$ cat src/rtl/shared_port_arbiter.sv
// +--------------------------------------------------------------------------+
// | Module      : shared_port_arbiter                                        |
// | Description : Two-requester arbiter/sequencer for one shared single-port |
// |               resource. Grants the port to one requester at a time,      |
// |               holds the grant for ACCESS_CYCLES cycles, pulses an ack in |
// |               the last grant cycle and drives the 2:1 port mux select.   |
// | Ports       : clk    - system clock (rising edge)                        |
// |               rst    - asynchronous active-high reset                    |
// |               req0/1 - requests, held high until the matching ack        |
// |               grant0/1 - requester owns the port (registered)            |
// |               ack0/1 - one-cycle access-complete pulse (registered)      |
// |               sel    - port mux select, 0 = req0, 1 = req1 (registered)  |
// |               busy   - a grant is active (registered, = grant0|grant1)   |
// | Revision    : 1.0 - initial release                                      |
// +--------------------------------------------------------------------------+
`default_nettype none

module shared_port_arbiter #(
  parameter int ACCESS_CYCLES = 3,
  parameter int PRIORITY_MODE = 0,
  parameter int CNT_W         = 2
) (
  input  logic clk,
  input  logic rst,
  input  logic req0,
  input  logic req1,
  output logic grant0,
  output logic grant1,
  output logic ack0,
  output logic ack1,
  output logic sel,
  output logic busy
);

  typedef enum logic [1:0] {
    IDLE = 2'd0,
    GNT0 = 2'd1,
    GNT1 = 2'd2
  } state_t;

  localparam logic [CNT_W-1:0] CNT_LOAD = CNT_W'(ACCESS_CYCLES - 1);
  // Single-cycle accesses must ack in the very cycle the grant appears.
  localparam logic ACK_ON_ENTRY = (ACCESS_CYCLES == 1);

  state_t           state, state_n;
  logic [CNT_W-1:0] cnt, cnt_n;
  logic             last_served, last_served_n;
  logic             grant0_n, grant1_n, ack0_n, ack1_n, sel_n, busy_n;
  logic             take1;

  always_ff @(posedge clk or posedge rst) begin
    if (rst) begin
      state       <= IDLE;
      cnt         <= '0;
      last_served <= 1'b1;   // req0 wins the first contention
      grant0      <= 1'b0;
      grant1      <= 1'b0;
      ack0        <= 1'b0;
      ack1        <= 1'b0;
      sel         <= 1'b0;
      busy        <= 1'b0;
    end else begin
      state       <= state_n;
      cnt         <= cnt_n;
      last_served <= last_served_n;
      grant0      <= grant0_n;
      grant1      <= grant1_n;
      ack0        <= ack0_n;
      ack1        <= ack1_n;
      sel         <= sel_n;
      busy        <= busy_n;
    end
  end

  // Every output is computed one cycle ahead so it can come straight from a
  // flop: the ack is scheduled on the edge where the counter reaches zero.
  always_comb begin
    state_n       = state;
    cnt_n         = cnt;
    last_served_n = last_served;
    grant0_n      = grant0;
    grant1_n      = grant1;
    ack0_n        = 1'b0;
    ack1_n        = 1'b0;
    sel_n         = sel;
    take1         = 1'b0;

    case (state)
      IDLE: begin
        if (req0 && req1) begin
          take1 = (PRIORITY_MODE != 0) ? 1'b0 : ~last_served;
        end else begin
          take1 = req1;
        end
        if (req0 || req1) begin
          cnt_n         = CNT_LOAD;
          last_served_n = take1;
          sel_n         = take1;
          if (take1) begin
            state_n  = GNT1;
            grant1_n = 1'b1;
            ack1_n   = ACK_ON_ENTRY;
          end else begin
            state_n  = GNT0;
            grant0_n = 1'b1;
            ack0_n   = ACK_ON_ENTRY;
          end
        end
      end
      GNT0, GNT1: begin
        if (cnt == '0) begin
          state_n  = IDLE;
          grant0_n = 1'b0;
          grant1_n = 1'b0;
        end else begin
          cnt_n = cnt - CNT_W'(1);
          if (cnt == CNT_W'(1)) begin
            ack0_n = (state == GNT0);
            ack1_n = (state == GNT1);
          end
        end
      end
      default: begin
        state_n  = IDLE;
        grant0_n = 1'b0;
        grant1_n = 1'b0;
      end
    endcase

    busy_n = grant0_n | grant1_n;
  end

endmodule

`default_nettype wire

$ cat config.mk
export PLATFORM = sky130hd
export DESIGN_NAME = shared_port_arbiter
export DESIGN_NICKNAME = d
export VERILOG_FILES = /design/src/rtl/shared_port_arbiter.sv
export SDC_FILE = /design/constraint.sdc
export NUM_CORES = 1
export LEC_CHECK = 0
export CELL_PAD_IN_SITES_DETAIL_PLACEMENT = 2
export CELL_PAD_IN_SITES_GLOBAL_PLACEMENT = 2
export CORE_MARGIN = 2
export CORE_UTILIZATION = 39
export CTS_BUF_LIST = sky130_fd_sc_hd__clkbuf_4
export DETAILED_ROUTE_END_ITERATION = 10
export DONT_BUFFER_PORTS = 1
export PLACE_DENSITY = 0.89
export SYNTH_ARGS = -nofsm -noshare
export SYNTH_HDL_FRONTEND = slang
export SYNTH_SLANG_ARGS = --single-unit
$ cat constraint.sdc
create_clock -name clk -period 1.8 [get_ports clk]
set_input_delay 0.54 -clock clk [delete_from_list [all_inputs] [get_ports clk]]
set_output_delay 0.54 -clock clk [all_outputs]
set_load 0.01 [all_outputs]
After elaboration in Yosys (flattened, before gate mapping)
Cells that the tools add are included.
{"block": "classes", "add_sub_neg": 1, "n_eq_ne": 6, "n_bitwise": 2, "muxes": 23, "n_reduce_logical": 9}
{"op": "2-to-1 mux 1 bit", "count": 14}
{"op": "2-to-1 mux 2 bit", "count": 5}
{"op": "case mux 2 bit (2 select lines)", "count": 2}
{"op": "inequality test 2 bit, second input constant", "count": 3}
{"op": "== test 2 x 1 -> 1 bit, second input constant", "count": 2}
{"op": "zero test 2 bit", "count": 2}
{"op": "case mux 1 bit (2 select lines)", "count": 2}
{"op": "AND reduction 2 bit", "count": 2}
{"op": "AND reduction 3 bit", "count": 1}
{"op": "== test 2 bit, second input constant", "count": 1}
{"op": "nonzero test 2 bit", "count": 1}
{"op": "OR reduction 2 bit", "count": 1}
{"op": "subtractor 2 x 1 -> 2 bit, second input constant", "count": 1}
{"op": "logical AND 1 bit", "count": 1}
{"op": "logical OR 1 bit", "count": 1}
{"op": "NOT 1 bit", "count": 1}
{"op": "bitwise OR 1 bit", "count": 1}
{"block": "totals", "register_bits": 11, "out_inout_bits": 6, "elab_cells": 50, "inputBits": 4}

Depth between registers and ports, before layout
Gate-level depths: netlist of run 1.
{"block": "depth", "ltp_word": 7, "ltp_mapped": 6, "ltp_nobuf": 5}

Worst setup path after synthesis of run 1
No wires, ideal clock.
{"block": "synth_path", "path_kind": "register to register", "start": "register state[0]", "end": "register state[1]", "slack_ns": 0.436, "setup_ns": 0.123, "path_stages_with_launch": 7, "period_less_slack_ns": 1.364, "arrival_ns": 1.241, "required_time_ns": 1.677, "n_path_buf": 1, "cell_sequence": "dfrtp_1 -> inv_1 -> ha_1 -> nor2b_1 -> buf_4 -> o21ai_0 -> nand2_1"}
{"block": "synth_between", "elab_chain_cells": 4, "word_cells_on_any_way": 8, "cone_classes": "4 x eq/ne; 1 x mux; 3 x reduce/logical"}
{"item": "from (decl)", "line": "45", "source": "state_t state, state_n;"}
{"item": "from (signal assigned)", "line": "63", "source": "state <= state_n;"}
{"item": "== test 2 x 1 -> 1 bit or == test 2 bit (tied branches)", "line": "88", "source": "case (state)"}
{"item": "OR reduction 2 bit", "line": "88"}
{"item": "inequality test 2 bit (no line)"}
{"item": "AND reduction 2 bit (no line)"}
Several ways; a longest one is shown, not always the timed one.
A chain may end at the register's enable or synchronous reset.

Final worst setup path of run 1
{"block": "layout_path", "start": "register state[1]", "end": "register cnt[0]"}
{"block": "layout_between", "elab_chain_cells": 4, "word_cells_on_any_way": 9, "cone_classes": "4 x eq/ne; 1 x mux; 4 x reduce/logical"}
{"item": "== test 2 x 1 -> 1 bit or == test 2 bit (tied branches)", "line": "88"}
{"item": "OR reduction 2 bit", "line": "88"}
{"item": "inequality test 2 bit (no line) or nonzero test 2 bit (tied branches)"}
{"item": "AND reduction 3 bit (no line)"}
{"item": "to (signal assigned)", "line": "64", "source": "cnt <= cnt_n;"}
{"item": "to (decl)", "line": "46", "source": "logic [CNT_W-1:0] cnt, cnt_n;"}
Several ways; a longest one is shown, not always the timed one.

==> results.sh, run 1 <==
export IMPL_status="complete, no violations"
export IMPL_clock_sinks=11
export IMPL_syn_inst=64
export IMPL_viasPerCell=5.93
export IMPL_cts_buffer_depth=2
export IMPL_gp_congestion=0.800
export IMPL_nets=77
export IMPL_fin_worst_skew_ns=0.00511
export IMPL_vdd_drop_max_mv=0.748
export IMPL_drive_above_1_share=0.121
export IMPL_ys_types=25
export IMPL_die_area_um2=1920
export IMPL_core_um2=1490
export IMPL_cts_root_buf="clkbuf_4"
export IMPL_die_w_um=43.8
export IMPL_initial_core_util=0.414
export IMPL_yosysTopAreaCell="dfrtp_1"
export IMPL_p_sw_frac=0.436
export IMPL_fin_area_um2=659
export IMPL_grt_usage=0.201
export IMPL_die_h_um=43.8
export IMPL_period_share=0.900
export IMPL_syn_to_final_growth_pct=6.90
export IMPL_hold_violations=0
export IMPL_yosysSeqAreaShare=0.448
export IMPL_synth_warnings=0
export IMPL_worstSetupPathType="flop to flop"
export IMPL_yosysMostFrequentCell="dfrtp_1"
export IMPL_synthArstFlopShare=1.00
export IMPL_ios=10
export IMPL_slew_violations=0
export IMPL_rsz0062_at_grt="false"
export IMPL_port_buffers=0
export IMPL_pwr_share_clk=0.145
export IMPL_synth_seq_cells=11
export IMPL_yosys_top_cells_count="dfrtp_1, a21oi_1, ha_1, inv_1"
export IMPL_powerDensity_nw_per_um2=1930
export IMPL_end_kind="flop"
export IMPL_dpl_cell_area_um2=629
export IMPL_cts_hold_buffers_added=0
export IMPL_fmax_mhz=617
export IMPL_antenna_found_initial=0
export IMPL_synth_nets=74
export IMPL_required_ns=1.98
export IMPL_ys_flop_type="dfrtp_1"
export IMPL_seq_power_share=0.367
export IMPL_slew_limit_headroom=0.715
export IMPL_numCtsBuffers=3
export IMPL_netlist_area_um2=617
export IMPL_n_antenna_cell=0
export IMPL_synth_area_per_cell_um2=9.64
export IMPL_synth_edf_count=0
export IMPL_tightest_slew_ns=0.427
export IMPL_p_int_uw=717
export IMPL_grt_max_degree=12
export IMPL_cp_arrival_ns=1.81
export IMPL_antenna_left=0
export IMPL_drc_errors=0
export IMPL_grt_pass1_wl_um=2680
export IMPL_hpwlAfterDp_um=1090
export IMPL_power_frac_comb=0.488
export IMPL_row_count=14
export IMPL_cts_tree="done"
export IMPL_crit_path_max_fanout=10
export IMPL_crit_path_start_kind="flop"
export IMPL_clock_latency_ns=0.27
export IMPL_holdCritPathClass="input pin to async pin"
export IMPL_clk_pin_slew_ns=0.07
export IMPL_fin_crit_ns=1.62
export IMPL_yosysTopAreaCellShare=0.406
export IMPL_grt_overflow_total=0
export IMPL_power_switching_uw=554
export IMPL_dr_pass1_iters=2
export IMPL_h_tree_depth=1
export IMPL_wire_per_inst_um=19.3
export IMPL_p_leak_nw=0.312
export IMPL_yosys_top_cells_area="dfrtp_1, ha_1, a21oi_1, dfstp_2, inv_1"
export IMPL_drt_iter0_drc=7
export IMPL_drt_wl_total_um=1580
export IMPL_setup_violations_final=0
export IMPL_grt_pass1_vias=526
export IMPL_maxCapViolations=0
export IMPL_holdWs_ns=0.146
export IMPL_num_vias=486
export IMPL_post_cts_setup_buffer_count=0
export IMPL_fin_tns_setup_ns=0
[placed cells by master, fill, tap and decap left out]
cell type,netlist,layout
o22ai_1,1,1
dfstp_2,1,1
nor3b_2,1,1
inv_1,6,6
nand4b_1,1,1
nor2b_1,2,2
nand2_1,3,3
and3_1,2,2
a21oi_1,6,6
nand2b_1,2,2
buf_4,1,2
nor2_1,2,2
o211ai_1,1,1
o21ai_0,2,1
o21ai_1,3,4
nand3_1,3,3
a211oi_1,2,2
and2_0,1,1
and2b_1,1,1
a31oi_1,2,2
dfrtp_1,10,10
clkbuf_4,0,4
ha_1,6,6
o41ai_1,1,1
o2bb2ai_1,1,1
[final timing paths]
kind	cells past startpoint	endpoint	slack, ns	startpoint
min in group clk	1	last_served$_DFFE_PP1P_	0.34	req0
hold reg to reg	2	last_served$_DFFE_PP1P_	0.55	last_served$_DFFE_PP1P_
max in group asynchronous	1	last_served$_DFFE_PP1P_	1.33	rst
setup / recovery	6	cnt[0]$_DFFE_PP0P_	0.18	state[1]$_DFFE_PP0P_
setup reg to reg	6	cnt[0]$_DFFE_PP0P_	0.18	state[1]$_DFFE_PP0P_
hold / removal	1	state[1]$_DFFE_PP0P_	0.15	rst
[power groups by stage]
stage          clock [mW]  combinational, mW  sequential (mW)
4_1_cts             0.188              0.624            0.470
3_3_place_gp            0              0.547            0.463
6_report            0.185              0.620            0.467
2_1_floorplan           0              0.460            0.445
3_5_place_dp            0              0.596            0.473
5_1_grt             0.203              0.706            0.484
[critical path, stage by stage (launching register included)]
cell	delay (ns)
dfrtp_1	0.41
inv_1	0.10
ha_1	0.40
nor2b_1	0.19
buf_4	0.19
nand2_1	0.08
o211ai_1	0.16
[through the flow]
step	total power, mW	setup slack (ns)	utilization	cells
3_3_place_gp	1.01	0.324	0.423	78
2_1_floorplan	0.906	0.436	-	64
3_5_place_dp	1.07	0.218	0.423	78
4_1_cts	1.28	0.0882	0.443	82
5_1_grt	1.39	0.0765	0.443	82
6_report	1.27	0.180	0.443	82
[registers in the layout (all words and copies together), names as in the netlist]
signal / cells
cnt: 2
grant0: 1
last_served: 1
grant1: 1
state: 2
ack0: 1
sel: 1
ack1: 1
busy: 1
[repair_timing]
| item | 4_1_cts | 5_1_grt |
|---|---|---|
| endpoints found under the setup margin | 0 | 1 |
| resized for setup | 0 | 1 |
| hold endpoints to repair | 0 | 0 |
[kinds of logic (layout without fill, tap and decap cells)]
group / count (synthesis) / in the layout / share of synthesized area
buf+inv: 10 / 12 / 0.0730
compound gates: 19 / 19 / 0.185
simple gates: 18 / 18 / 0.172
fa+ha+maj: 6 / 6 / 0.122
flops: 11 / 11 / 0.448
[layout make-up]
type                       instances  area, µm²
fill                             160        830
multi-input combinational         43        295
sequential                        11        277
clock buffer                       4       30.0
inverter                           6       22.5
tap                               16       20.0
timing repair buffer               2       15.0
[metal layers]
metal	GRT usage	vias up	wire, µm
li1	-	229	-
met1	0.250	239	732
met2	0.321	13	755
met3	0.0458	5	50
met4	0.109	0	43
met5	0	-	0
No activity file was read; power rests on OpenSTA's default activity.
==> inputs of run 2 (changes only) <==
--- a/config.mk
+++ b/config.mk
@@ -10,8 +10,10 @@
 export CORE_MARGIN = 2
 export CORE_UTILIZATION = 39
 export CTS_BUF_LIST = sky130_fd_sc_hd__clkbuf_4
+export CTS_CLUSTER_DIAMETER = 30
 export DETAILED_ROUTE_END_ITERATION = 10
 export DONT_BUFFER_PORTS = 1
+export GPL_TIMING_DRIVEN = 0
 export PLACE_DENSITY = 0.89
 export SYNTH_ARGS = -nofsm -noshare
 export SYNTH_HDL_FRONTEND = slang
==> results.sh, run 2 (synthesis gave the netlist of run 1 again) <==
export IMPL_grt_usage=0.185
export IMPL_rsz0062_at_grt="false"
export IMPL_h_tree_depth=1
export IMPL_clock_sinks=11
export IMPL_holdCritPathClass="input pin to async pin"
export IMPL_pwr_share_clk=0.154
export IMPL_fin_worst_skew_ns=0.00435
export IMPL_seq_power_share=0.378
export IMPL_drt_iter0_drc=1
export IMPL_worst_r2r_setup_slack_ns=0.23
export IMPL_post_cts_setup_buffer_count=0
export IMPL_n_antenna_cell=0
export IMPL_slew_violations=0
export IMPL_vdd_drop_max_mv=0.483
export IMPL_end_kind="flop"
export IMPL_slowest_stage="dfrtp_1"
export IMPL_slew_limit_headroom=0.716
export IMPL_ctsResizeCount=0
export IMPL_clk_pin_slew_ns=0.08
export IMPL_drt_wl_total_um=1370
export IMPL_finalPower_mw=1.24
export IMPL_gp_congestion=0.733
export IMPL_num_vias=488
export IMPL_layout_common_cells="dfrtp_1, inv_1, a21oi_1, ha_1, clkbuf_4"
export IMPL_slowest_delay_ns=0.43
export IMPL_crit_start="state[1]$_DFFE_PP0P_"
export IMPL_status="complete, no violations"
export IMPL_worstSetupPathType="flop to flop"
export IMPL_row_count=14
export IMPL_tightest_slew_ns=0.426
export IMPL_initial_core_util=0.414
export IMPL_dr_pass1_iters=3
export IMPL_numCtsBuffers=3
export IMPL_antenna_left=0
export IMPL_period_share=0.873
export IMPL_ios=10
export IMPL_dp_slack_ns=0.245
export IMPL_finalWorstSetupSlack_ns=0.229
export IMPL_powerDensity_nw_per_um2=1860
export IMPL_crit_path_start_kind="flop"
export IMPL_power_switching_uw=535
export IMPL_die_h_um=43.8
export IMPL_setup_violations_final=0
export IMPL_antenna_found_initial=0
export IMPL_syn_to_final_growth_pct=8.11
export IMPL_nets=79
export IMPL_clock_latency_ns=0.27
export IMPL_layout_cells_most_common="dfrtp_1"
export IMPL_cts_tree="done"
export IMPL_fin_crit_ns=1.57
export IMPL_largestRegisters="cnt x2, state x2"
export IMPL_fin_area_um2=667
export IMPL_reg2reg_from="state[1]$_DFFE_PP0P_"
export IMPL_cts_root_buf="clkbuf_4"
export IMPL_cp_arrival_ns=1.76
export IMPL_required_ns=1.99
export IMPL_p_int_uw=708
export IMPL_die_area_um2=1920
export IMPL_grt_max_degree=12
export IMPL_hpwlAfterDp_um=1020
export IMPL_holdWs_ns=0.140
export IMPL_p_sw_frac=0.431
export IMPL_grt_pass1_vias=541
export IMPL_p_leak_nw=0.319
export IMPL_wire_per_inst_um=16.3
export IMPL_dpl_cell_area_um2=637
export IMPL_cts_hold_buffers_added=0
export IMPL_port_buffers=0
export IMPL_drive_above_1_share=0.147
export IMPL_crit_path_max_fanout=10
export IMPL_fin_tns_setup_ns=0
export IMPL_core_um2=1490
export IMPL_power_frac_comb=0.468
export IMPL_grt_pass1_wl_um=2550
export IMPL_drc_errors=0
export IMPL_hold_violations=0
export IMPL_grt_overflow_total=0
export IMPL_cts_buffer_depth=2
export IMPL_maxCapViolations=0
export IMPL_viasPerCell=5.81
export IMPL_fmax_mhz=636
export IMPL_die_w_um=43.8
export IMPL_crit_chain="inv_1 > ha_1 > nor2b_1 > buf_4 > o21ai_1 > a21oi_1"
run 2: changes by cell type in the layout (fill, tap and decap cells not counted), sizes merged:
cell	previous run	this run
buf	2	4
run 2: routing by layer:
layer  routed length, µm  GRT usage
met1                 652      0.227
met2                 633      0.294
met3                  52     0.0542
met4                  34     0.0909
met5                   0          0
run 2: cell type report:
type	instances	area (µm²)
fillers	156	822
multi-input cells	43	295
flip-flops and latches	11	277
clock buffers	4	30.0
plain buffers	4	22.5
inverters	6	22.5
well taps	16	20.0
run 2: worst max-delay path: cells and delay by family, from the launching register on:
family	cells	cell delay (ns)
flip-flops	1	0.43
AO/OA/AOI/OAI	2	0.25
buffers and inverters	2	0.27
adder cells (fa/ha/maj)	1	0.38
AND/OR/NAND/NOR	1	0.17
run 2: worst paths after layout:
check,end,cells after the start
worst max register to register,grant1$_DFF_PP0_,6
min in group clk,last_served$_DFFE_PP1P_,2
worst max-delay path,grant1$_DFF_PP0_,6
worst min-delay path,ack0$_DFF_PP0_,1
worst min register to register,last_served$_DFFE_PP1P_,2
max in group asynchronous,last_served$_DFFE_PP1P_,1
run 2: power by group through the flow:
stage,sequential [mW],clock [mW],combinational (mW)
after detailed placement,0.472,0,0.588
final,0.471,0.191,0.581
after global placement,0.463,0,0.549
after global routing,0.490,0.201,0.685
after CTS,0.471,0.192,0.590
after floorplan,0.445,0,0.460
run 2: per-stage QoR:
| stage | util | cells |
|---|---|---|
| 6_report | 0.448 | 84 |
| 5_1_grt | 0.448 | 84 |
| 4_1_cts | 0.448 | 84 |
| 3_5_place_dp | 0.428 | 80 |
| 3_3_place_gp | 0.428 | 80 |
| 2_1_floorplan | - | 64 |
